File: src/rtl/adc_pkg.sv
// Shared definitions for the dual-channel ADC sample filter: sample width,
// control-FSM state encoding and the min/max tracker reset values.
package adc_pkg;

    localparam int ADC_W = 12;

    typedef enum logic [1:0] {
        IDLE    = 2'd0,
        ACCUM   = 2'd1,
        PUBLISH = 2'd2
    } state_t;

    localparam logic [ADC_W-1:0] MIN_RST = 12'hFFF;
    localparam logic [ADC_W-1:0] MAX_RST = 12'h000;

endpackage

File: src/rtl/adc_chan_avg.sv
// One ADC channel: block accumulator, truncating average and hysteretic
// threshold alarm. Sequencing (load/add/last) is driven by the top-level FSM.
module adc_chan_avg
    import adc_pkg::*;
#(
    parameter int               AVG_LOG2 = 3,
    parameter logic [ADC_W-1:0] THRESH   = 12'd2048,
    parameter logic [ADC_W-1:0] HYST     = 12'd64
) (
    input  logic             clk,
    input  logic             reset,
    input  logic             clear,
    input  logic             load,
    input  logic             add,
    input  logic             last,
    input  logic [ADC_W-1:0] sample,
    output logic [ADC_W-1:0] avg,
    output logic             alarm
);

    localparam int               ACC_W   = ADC_W + AVG_LOG2;
    localparam logic [ADC_W-1:0] CLR_LVL = THRESH - HYST;

    logic [ACC_W-1:0] acc;
    logic [ACC_W-1:0] acc_next;
    logic [ADC_W-1:0] avg_next;

    // NOTE: every signal assigned in always_comb gets a default first, so no
    // path leaves it unassigned and no latch is inferred.
    always_comb begin
        acc_next = acc;
        if (load)
            acc_next = ACC_W'(sample);
        else if (add)
            acc_next = acc + ACC_W'(sample);
        avg_next = acc_next[ACC_W-1 -: ADC_W];
    end

    // Average and alarm are captured on the edge that accepts the final
    // sample, so they are already visible during the PUBLISH cycle.
    // NOTE: sequential state uses non-blocking assignments so every register
    // samples the pre-edge values regardless of statement order.
    always_ff @(posedge clk or posedge reset) begin
        if (reset) begin
            acc   <= '0;
            avg   <= '0;
            alarm <= 1'b0;
        end else begin
            if (clear)
                acc <= '0;
            else if (load || add)
                acc <= acc_next;

            if (last) begin
                avg <= avg_next;
                if (avg_next >= THRESH)
                    alarm <= 1'b1;
                else if (avg_next < CLR_LVL)
                    alarm <= 1'b0;
            end
        end
    end

endmodule

File: src/rtl/adc_sample_filter.sv
// Dual-channel block-averaging filter for ltc2308 readings with alarms and
// sample counter. Define ADC_MINMAX_EN to build the per-channel min/max trackers.
module adc_sample_filter
    import adc_pkg::*;
#(
    parameter int               AVG_LOG2 = 3,
    parameter logic [ADC_W-1:0] THRESH   = 12'd2048,
    parameter logic [ADC_W-1:0] HYST     = 12'd64
) (
    input  logic             clk,
    input  logic             reset,
    input  logic             sample_valid,
    input  logic [ADC_W-1:0] reading0,
    input  logic [ADC_W-1:0] reading1,
    input  logic             clear,
    output logic             avg_valid,
    output logic [31:0]      s1,
    output logic [1:0]       alarm,
    output logic [15:0]      sample_count,
    output logic [47:0]      minmax
);

    localparam int             CNT_W    = AVG_LOG2 + 1;
    localparam logic [CNT_W-1:0] LAST_CNT = CNT_W'((1 << AVG_LOG2) - 1);

    state_t           state;
    state_t           state_next;
    logic [CNT_W-1:0] count;
    logic             accept;
    logic             start_blk;
    logic             add_smp;
    logic             last_smp;
    logic [ADC_W-1:0] avg0;
    logic [ADC_W-1:0] avg1;

    // clear wins over a coincident strobe: that sample is neither used nor counted.
    assign accept    = sample_valid && !clear;
    assign start_blk = accept && (state != ACCUM);
    assign add_smp   = accept && (state == ACCUM);
    assign last_smp  = add_smp && (count == LAST_CNT);

    always_ff @(posedge clk or posedge reset) begin
        if (reset)
            state <= IDLE;
        else
            state <= state_next;
    end

    always_comb begin
        state_next = state;
        if (clear) begin
            state_next = IDLE;
        end else begin
            case (state)
                IDLE:    if (accept) state_next = ACCUM;
                ACCUM:   if (last_smp) state_next = PUBLISH;
                PUBLISH: state_next = accept ? ACCUM : IDLE;
                default: state_next = IDLE;
            endcase
        end
    end

    always_comb begin
        avg_valid = (state == PUBLISH) && !clear;
    end

    always_ff @(posedge clk or posedge reset) begin
        if (reset) begin
            count        <= '0;
            sample_count <= '0;
        end else begin
            if (clear)
                count <= '0;
            else if (start_blk)
                count <= CNT_W'(1);
            else if (add_smp)
                count <= count + CNT_W'(1);
            else if (state != ACCUM)
                count <= '0;

            if (accept)
                sample_count <= sample_count + 16'd1;
        end
    end

    adc_chan_avg #(.AVG_LOG2(AVG_LOG2), .THRESH(THRESH), .HYST(HYST)) u_chan0 (
        .clk    (clk),
        .reset  (reset),
        .clear  (clear),
        .load   (start_blk),
        .add    (add_smp),
        .last   (last_smp),
        .sample (reading0),
        .avg    (avg0),
        .alarm  (alarm[0])
    );

    adc_chan_avg #(.AVG_LOG2(AVG_LOG2), .THRESH(THRESH), .HYST(HYST)) u_chan1 (
        .clk    (clk),
        .reset  (reset),
        .clear  (clear),
        .load   (start_blk),
        .add    (add_smp),
        .last   (last_smp),
        .sample (reading1),
        .avg    (avg1),
        .alarm  (alarm[1])
    );

    assign s1 = {4'b0, avg1, 4'b0, avg0};

`ifdef ADC_MINMAX_EN
    logic [ADC_W-1:0] min0, max0, min1, max1;

    always_ff @(posedge clk or posedge reset) begin
        if (reset || clear) begin
            min0 <= MIN_RST;
            max0 <= MAX_RST;
            min1 <= MIN_RST;
            max1 <= MAX_RST;
        end else if (accept) begin
            if (reading0 < min0) min0 <= reading0;
            if (reading0 > max0) max0 <= reading0;
            if (reading1 < min1) min1 <= reading1;
            if (reading1 > max1) max1 <= reading1;
        end
    end

    assign minmax = {max1, min1, max0, min0};
`else
    assign minmax = 48'h0;
`endif

endmodule

File: config.mk
export PLATFORM = sky130hd
export DESIGN_NAME = adc_sample_filter
export DESIGN_NICKNAME = d
export VERILOG_FILES = /design/src/rtl/adc_pkg.sv /design/src/rtl/adc_chan_avg.sv /design/src/rtl/adc_sample_filter.sv
export SDC_FILE = /design/constraint.sdc
export NUM_CORES = 1
export LEC_CHECK = 0
export CAP_MARGIN = 25
export CORE_AREA = 2 2 160 115
export CTS_CLUSTER_SIZE = 24
export DETAILED_ROUTE_END_ITERATION = 8
export DIE_AREA = 0 0 162 117
export SETUP_SLACK_MARGIN = 0.4
export SLEW_MARGIN = 20
export SYNTH_ARGS = -nofsm -noshare
export SYNTH_HDL_FRONTEND = slang
export SYNTH_SLANG_ARGS = --single-unit
export TNS_END_PERCENT = 1
File: constraint.sdc
create_clock -name clk -period 4.4 [get_ports clk]
set_input_delay 1.32 -clock clk [delete_from_list [all_inputs] [get_ports clk]]
set_output_delay 1.32 -clock clk [all_outputs]
set_load 0.01 [all_outputs]
# --- Word-level counts from Yosys, hierarchy flattened ---
# Cells that the tools add are included.
word_totals:
  word_cells: 63
  input_bits: 28
  register_bits: 78
  out_inout_bits: 99
op_classes:
  order_cmp: 4
  muxes: 21
  n_reduce_logical: 17
  eq_ne: 6
  add_sub_neg: 4
op_table:
  columns: ["op", "n"]
  rows:
  - ["15-bit two-way mux", 8]
  - ["15-bit by 12-bit adder with 15-bit output", 2]
  - ["12-bit greater-or-equal comparator, second input constant", 2]
  - ["12-bit by 11-bit < comparator with 1-bit output, second input constant", 2]
  - ["16-bit by 1-bit adder with 16-bit output, second input constant", 1]
  - ["4-bit two-way mux", 4]
  - ["2-bit AND reduction", 4]
  - ["2-bit two-way mux", 3]
  - ["3-bit inequality test, second input constant", 2]
  - ["2-bit one-hot mux with 3 select lines", 1]
  - ["2-bit nonzero test", 3]
  - ["1-bit logical AND", 5]
  - ["1-bit two-way mux", 5]
  - ["4-bit by 1-bit adder with 4-bit output, second input constant", 1]
  - ["4-bit by 3-bit equality test with 1-bit output, second input constant", 1]
  - ["4-bit nonzero test", 1]
  - ["3-bit nonzero test", 1]
  - ["2-bit by 1-bit equality test with 1-bit output, second input constant", 1]
  - ["2-bit equality test, second input constant", 1]
  - ["2-bit zero test", 1]
  - ["2-bit by 1-bit inequality test with 1-bit output, second input constant", 1]
  - ["1-bit zero test", 1]
  - ["1-bit logical OR", 1]

# --- Longest topological paths before layout ---
logic_depth:
  ltp_word: 8
  depth_mapped: 11
  depth_no_buf: 11

# --- Modules after synthesis ---
# From an unflattened synthesis, not the netlist that was laid out.
hier_totals:
  cells_unflattened: 543
  hier_area_um2: 5190.0
by_module_without_submodules:
  columns: ["module", "instances", "cells_per_inst", "area_per_inst_um2", "seq_area_each_um2"]
  rows:
  - ["adc_chan_avg at u_chan0", 1, 202, 1871.8, 700.7]
  - ["adc_chan_avg at u_chan1", 1, 196, 1870.5, 700.7]
  - ["adc_sample_filter", 1, 145, 1447.6, 550.5]

# --- Least setup slack after synthesis ---
# OpenSTA, ideal clock, no wires.
synth_path:
  kind: "input -> register"
  from: "input port reading0[0]"
  to: "register u_chan0.alarm"
  path_stages: 11
  setup_ns: 0.104
  t_arrival_ns: 3.362
  required_ns: 4.296
  path_slack_ns: 0.934
  n_path_buf: 0
  path_cell_list: "ha_1 inv_1 fa_1 nand2b_1 a21oi_1 o32ai_2 o21ai_0 xor2_1 mux2i_1 a211o_1 o41ai_2"
synth_between:
  elab_chain_len: 6
  elab_cells_between_ends: 8
  cone_classes: "add/sub: 1; order compare: 2; mux: 3; reduce/logical: 2"
synth_lines:
  columns: ["element", "line_no", "rtl"]
  rows:
  - ["start, declared", "adc_sample_filter.sv:13", "input logic [ADC_W-1:0] reading0,"]
  - ["15-bit by 12-bit adder with 15-bit output *", "adc_chan_avg.sv:35", "acc_next = acc + ACC_W'(sample);"]
  - ["15-bit two-way mux *", "adc_chan_avg.sv:34", "else if (add)"]
  - ["15-bit two-way mux *", "adc_chan_avg.sv:32", "if (load)"]
  - ["12-bit by 11-bit < comparator with 1-bit output or 12-bit greater-or-equal comparator (tied branches)", "adc_chan_avg.sv:58, adc_chan_avg.sv:56", null]
  - ["2-bit nonzero test (no line)", null, null]
  - ["2-bit AND reduction (no line)", null, null]
  - ["end signal, assigned", "adc_chan_avg.sv:47", "alarm <= 1'b0;"]
  - ["end signal, assigned", "adc_chan_avg.sv:57", "alarm <= 1'b1;"]
  - ["end signal, assigned", "adc_chan_avg.sv:59", "alarm <= 1'b0;"]
  - ["end, declared", "adc_chan_avg.sv:18", "output logic alarm"]
# Every way passes the cells marked *; elsewhere a longest branch is shown, timed or not. The select of a mux whose other input is x is not followed.
# A chain may end at the register's enable or synchronous reset.

# --- Final worst setup path ---
# Same ends and word-level chain as after synthesis.

==> results.yml <==
power_and_ir_drop:
  finalPower_mw: 1.921
  p_leak_nw: 2.746
  ir_worst_vdd_uv: 165.7
  power.density_nw_per_um2: 313.7
clock_network:
  clock_sinks: 78
  post_cts.repair.setup_buffers: 0
  cts_tree: "built"
  clockBufferDepth: 2
  clk_root_buffer_cell: "clkbuf_16"
  ctsHtreeMaxLevel: 3
  clk_pin_slew_ps: 60
  cts_buffers: 9
  worstSkewPairLatency_ps: 340
routing:
  num_vias: 3953
  avgRoutedWirePerCell_um: 13.69
  met3_length_um: 609
  wl_met2_um: 5098
  drt-pass1-iter-count: 4
  met1_length_um: 6249
  drc: 0
  routed_wl_um: 12030
  drtIter0Drc: 222
  ant_nets: 0
  topRoutingLayerUsed: "met4"
  vias_per_cell: 4.497
place:
  gp_congestion: 0.8110
  port_buffers: 70
  hpwl_um: 8755
final_layout:
  final_common_cell: "dfrtp_1"
  n_antenna_cell: 0
  layout-drive-gt1-share_pct: 6.532
  area_growth_pct: 19.77
  nets: 694
  most-common-layout-cells: "dfrtp_1 (78), nand2_1 (72), clkdlybuf4s50_1 (70)"
  nFillCells: 1831
sta:
  fin_crit_sh_pct: 87.61
  post-route-min-period_ps: 3855
  setup_viol: 0
  finalClockSkew_ps: 7.296
  tns_ps: 0
  report.final.slew_viol_count: 0
  rsz0062_at_grt: "true"
  fmax_mhz: 259.4
  max_slew.worst_pin.slew_ps: 593.8
  hold_viol: 0
  relSlewSlack_pct: 60.41
critical_path:
  r2r_start: "u_chan0.acc[0]"
  crit_path_cell_trace: "clkdlybuf4s50_1 -> ha_1 -> inv_1 -> fa_1 -> nand2b_1 -> a21oi_1 -> o32ai_2 -> o21ai_0 -> xor2_1 -> mux2i_1 -> a211o_1 -> o41ai_2"
  start_kind: "input port"
  crit_slowest_cell: "clkdlybuf4s50_1"
  cp.buffers_inverters: 2
  reg2reg_slack_ps: 1670
  path_class: "in -> reg"
  r2r_end: "u_chan0.alarm"
  cp-end-kind: "flip-flop"
  crit_fanout: 3
  path_delay_family: "compound AO/OA/AOI/OAI gates"
  ff2ff_path_depth: 11
  arrival_ps: 4090
  cp.depth: 12
  critPathMaxStageDelay_ps: 480
  required_ps: 4630
grt:
  grt_pass1_wl_um: 19690
  grt_start_max_net_pins: 43
  grt_use_total_pct: 13.30
  grt_pass1_vias: 3742
  overflow: 0
  antenna_found_initial: 0
floorplan:
  rows: 41
  die_width_um: 162
  core_um2: 17540
  num_io_pins: 127
  die_h_um: 117
  die_area_um2: 18950
  initial_core_util_pct: 29.15
logic_synthesis:
  post_synth_instance_area_um2: 5114
  yosys_warnings: 0
  syn_inst: 575
  avgSynthCellArea_um2: 8.893
  synthArstFlopShare_pct: 100.0
  dominantRegCellSynth: "dfrtp_1"
  yosysUniqueCellTypes: 57
  synth-seq-cells: 78
  ys_seq_area_share_pct: 38.17
  synth_edf_count: 0
hold_path:
  hold_class: "reg -> reg"
  hp-start: "u_chan1.avg[8]"
  whs_path_depth: 2
  holdPathEnd: "u_chan1.avg[8]"
run_status:
  status: "completed"
job:
  cap_violations: 0
worst max-delay path by stage:
stage	start	end	slack [ps]
final	reading0[0]	u_chan0.alarm	550
after global routing	reading0[0]	u_chan0.alarm	380
after CTS	clear	avg_valid	530
after detailed placement	reading0[0]	u_chan0.alarm	200
after global placement	reading0[0]	u_chan0.alarm	240
after floorplan	reading0[0]	u_chan0.alarm	930
metal layers:
layer,track usage (%),vias up
met5,0,-
met3,3.629,4
li1,-,2024
met1,19.29,1840
met2,19.40,85
met4,3.776,0
state kept, by name, summed over array words and instances, names as in the netlist:
name,cells
u_chan0.acc,15
u_chan1.alarm,1
count,4
u_chan0.alarm,1
state,2
u_chan0.avg,12
u_chan1.avg,12
sample_count,16
u_chan1.acc,15
synthesized netlist by cell type, types with 2 or more instances:
cell type,n,area [µm²]
nor2_1,56,210.2
a211oi_1,19,142.6
a31o_1,3,26.28
nand4_1,8,50.05
o22ai_1,5,31.28
mux2_2,5,56.30
xor2_1,11,96.34
o21ai_0,39,195.2
and4_1,2,17.52
ha_1,26,325.3
a21o_1,6,45.04
buf_4,59,442.9
clkbuf_1,18,67.56
nor3_1,6,30.03
mux2i_1,7,70.07
a22oi_1,2,15.01
o211ai_1,2,15.01
a211o_1,3,26.28
a31oi_1,3,18.77
nand3_1,10,50.05
a21oi_1,27,135.1
xnor2_1,25,219.0
fa_1,2,40.04
inv_2,2,7.510
o21bai_1,3,22.52
and3_1,6,37.54
nand2b_1,8,50.05
a311oi_1,4,35.03
nor2b_1,6,37.54
o311ai_0,2,17.52
inv_1,14,52.55
or3_1,2,12.51
buf_1,4,15.01
o21a_1,9,67.56
dfrtp_1,78,1952
nand2_1,72,270.3
layout make-up:
type	instances	area, µm²	area share [%]
clock inverter	6	38.79	0.6333
multi-input combinational	454	2780	45.39
tap	236	295.3	4.821
inverter	16	61.31	1.001
sequential	78	1952	31.87
clock buffer	10	229.0	3.739
timing repair buffer	79	768.2	12.54
cell families (layout without fill, tap and decap cells):
group           after synthesis  in the layout  share of synthesized area (%)
simple gates                181            181                          15.66
other cells                   1             56                        0.07333
mux                          12             12                          2.471
buf+inv                      98            111                          11.55
compound gates              141            141                          18.77
flops                        78             78                          38.17
xor+xnor                     36             36                          6.166
fa+ha+maj                    28             28                          7.145
timing repair:
action	4_1_cts	5_1_grt
hold endpoints to repair	0	0
hold buffers	0	0
endpoints found under the setup margin	0	2
gates resized for setup	0	1
per-stage QoR:
stage / hold WS (ps) / cell area (µm²) / cells / utilization [%] / worst slack [ps]
floorplan: 490.5 / 5320 / 630 / - / 934.4
global placement: 460.7 / 5854 / 863 / 33.37 / 240.8
detailed placement: 462.3 / 5854 / 863 / 33.37 / 202.2
CTS: 477.0 / 6122 / 879 / 34.90 / 533.9
global route: 493.0 / 6125 / 879 / 34.91 / 382.6
finish: 472.9 / 6125 / 879 / 34.91 / 545.2
worst register-to-register path, delay by kind of cell (launching register included):
family / cells / cell delay (ps)
xor+xnor: 1 / 160
simple gates: 1 / 190
mux: 1 / 130
compound gates: 5 / 1160
flops: 1 / 350
fa+ha+maj: 2 / 570
buf+inv: 1 / 70
power breakdown:
group	switching, mW	internal, mW	total, mW	leakage (nW)
sequential	0.0433	0.758	0.802	1.05
clock	0.296	0.380	0.676	0.128
combinational	0.248	0.195	0.443	1.57
total	0.587	1.33	1.92	2.75
Note: power is estimated with default switching activity, not from simulation.
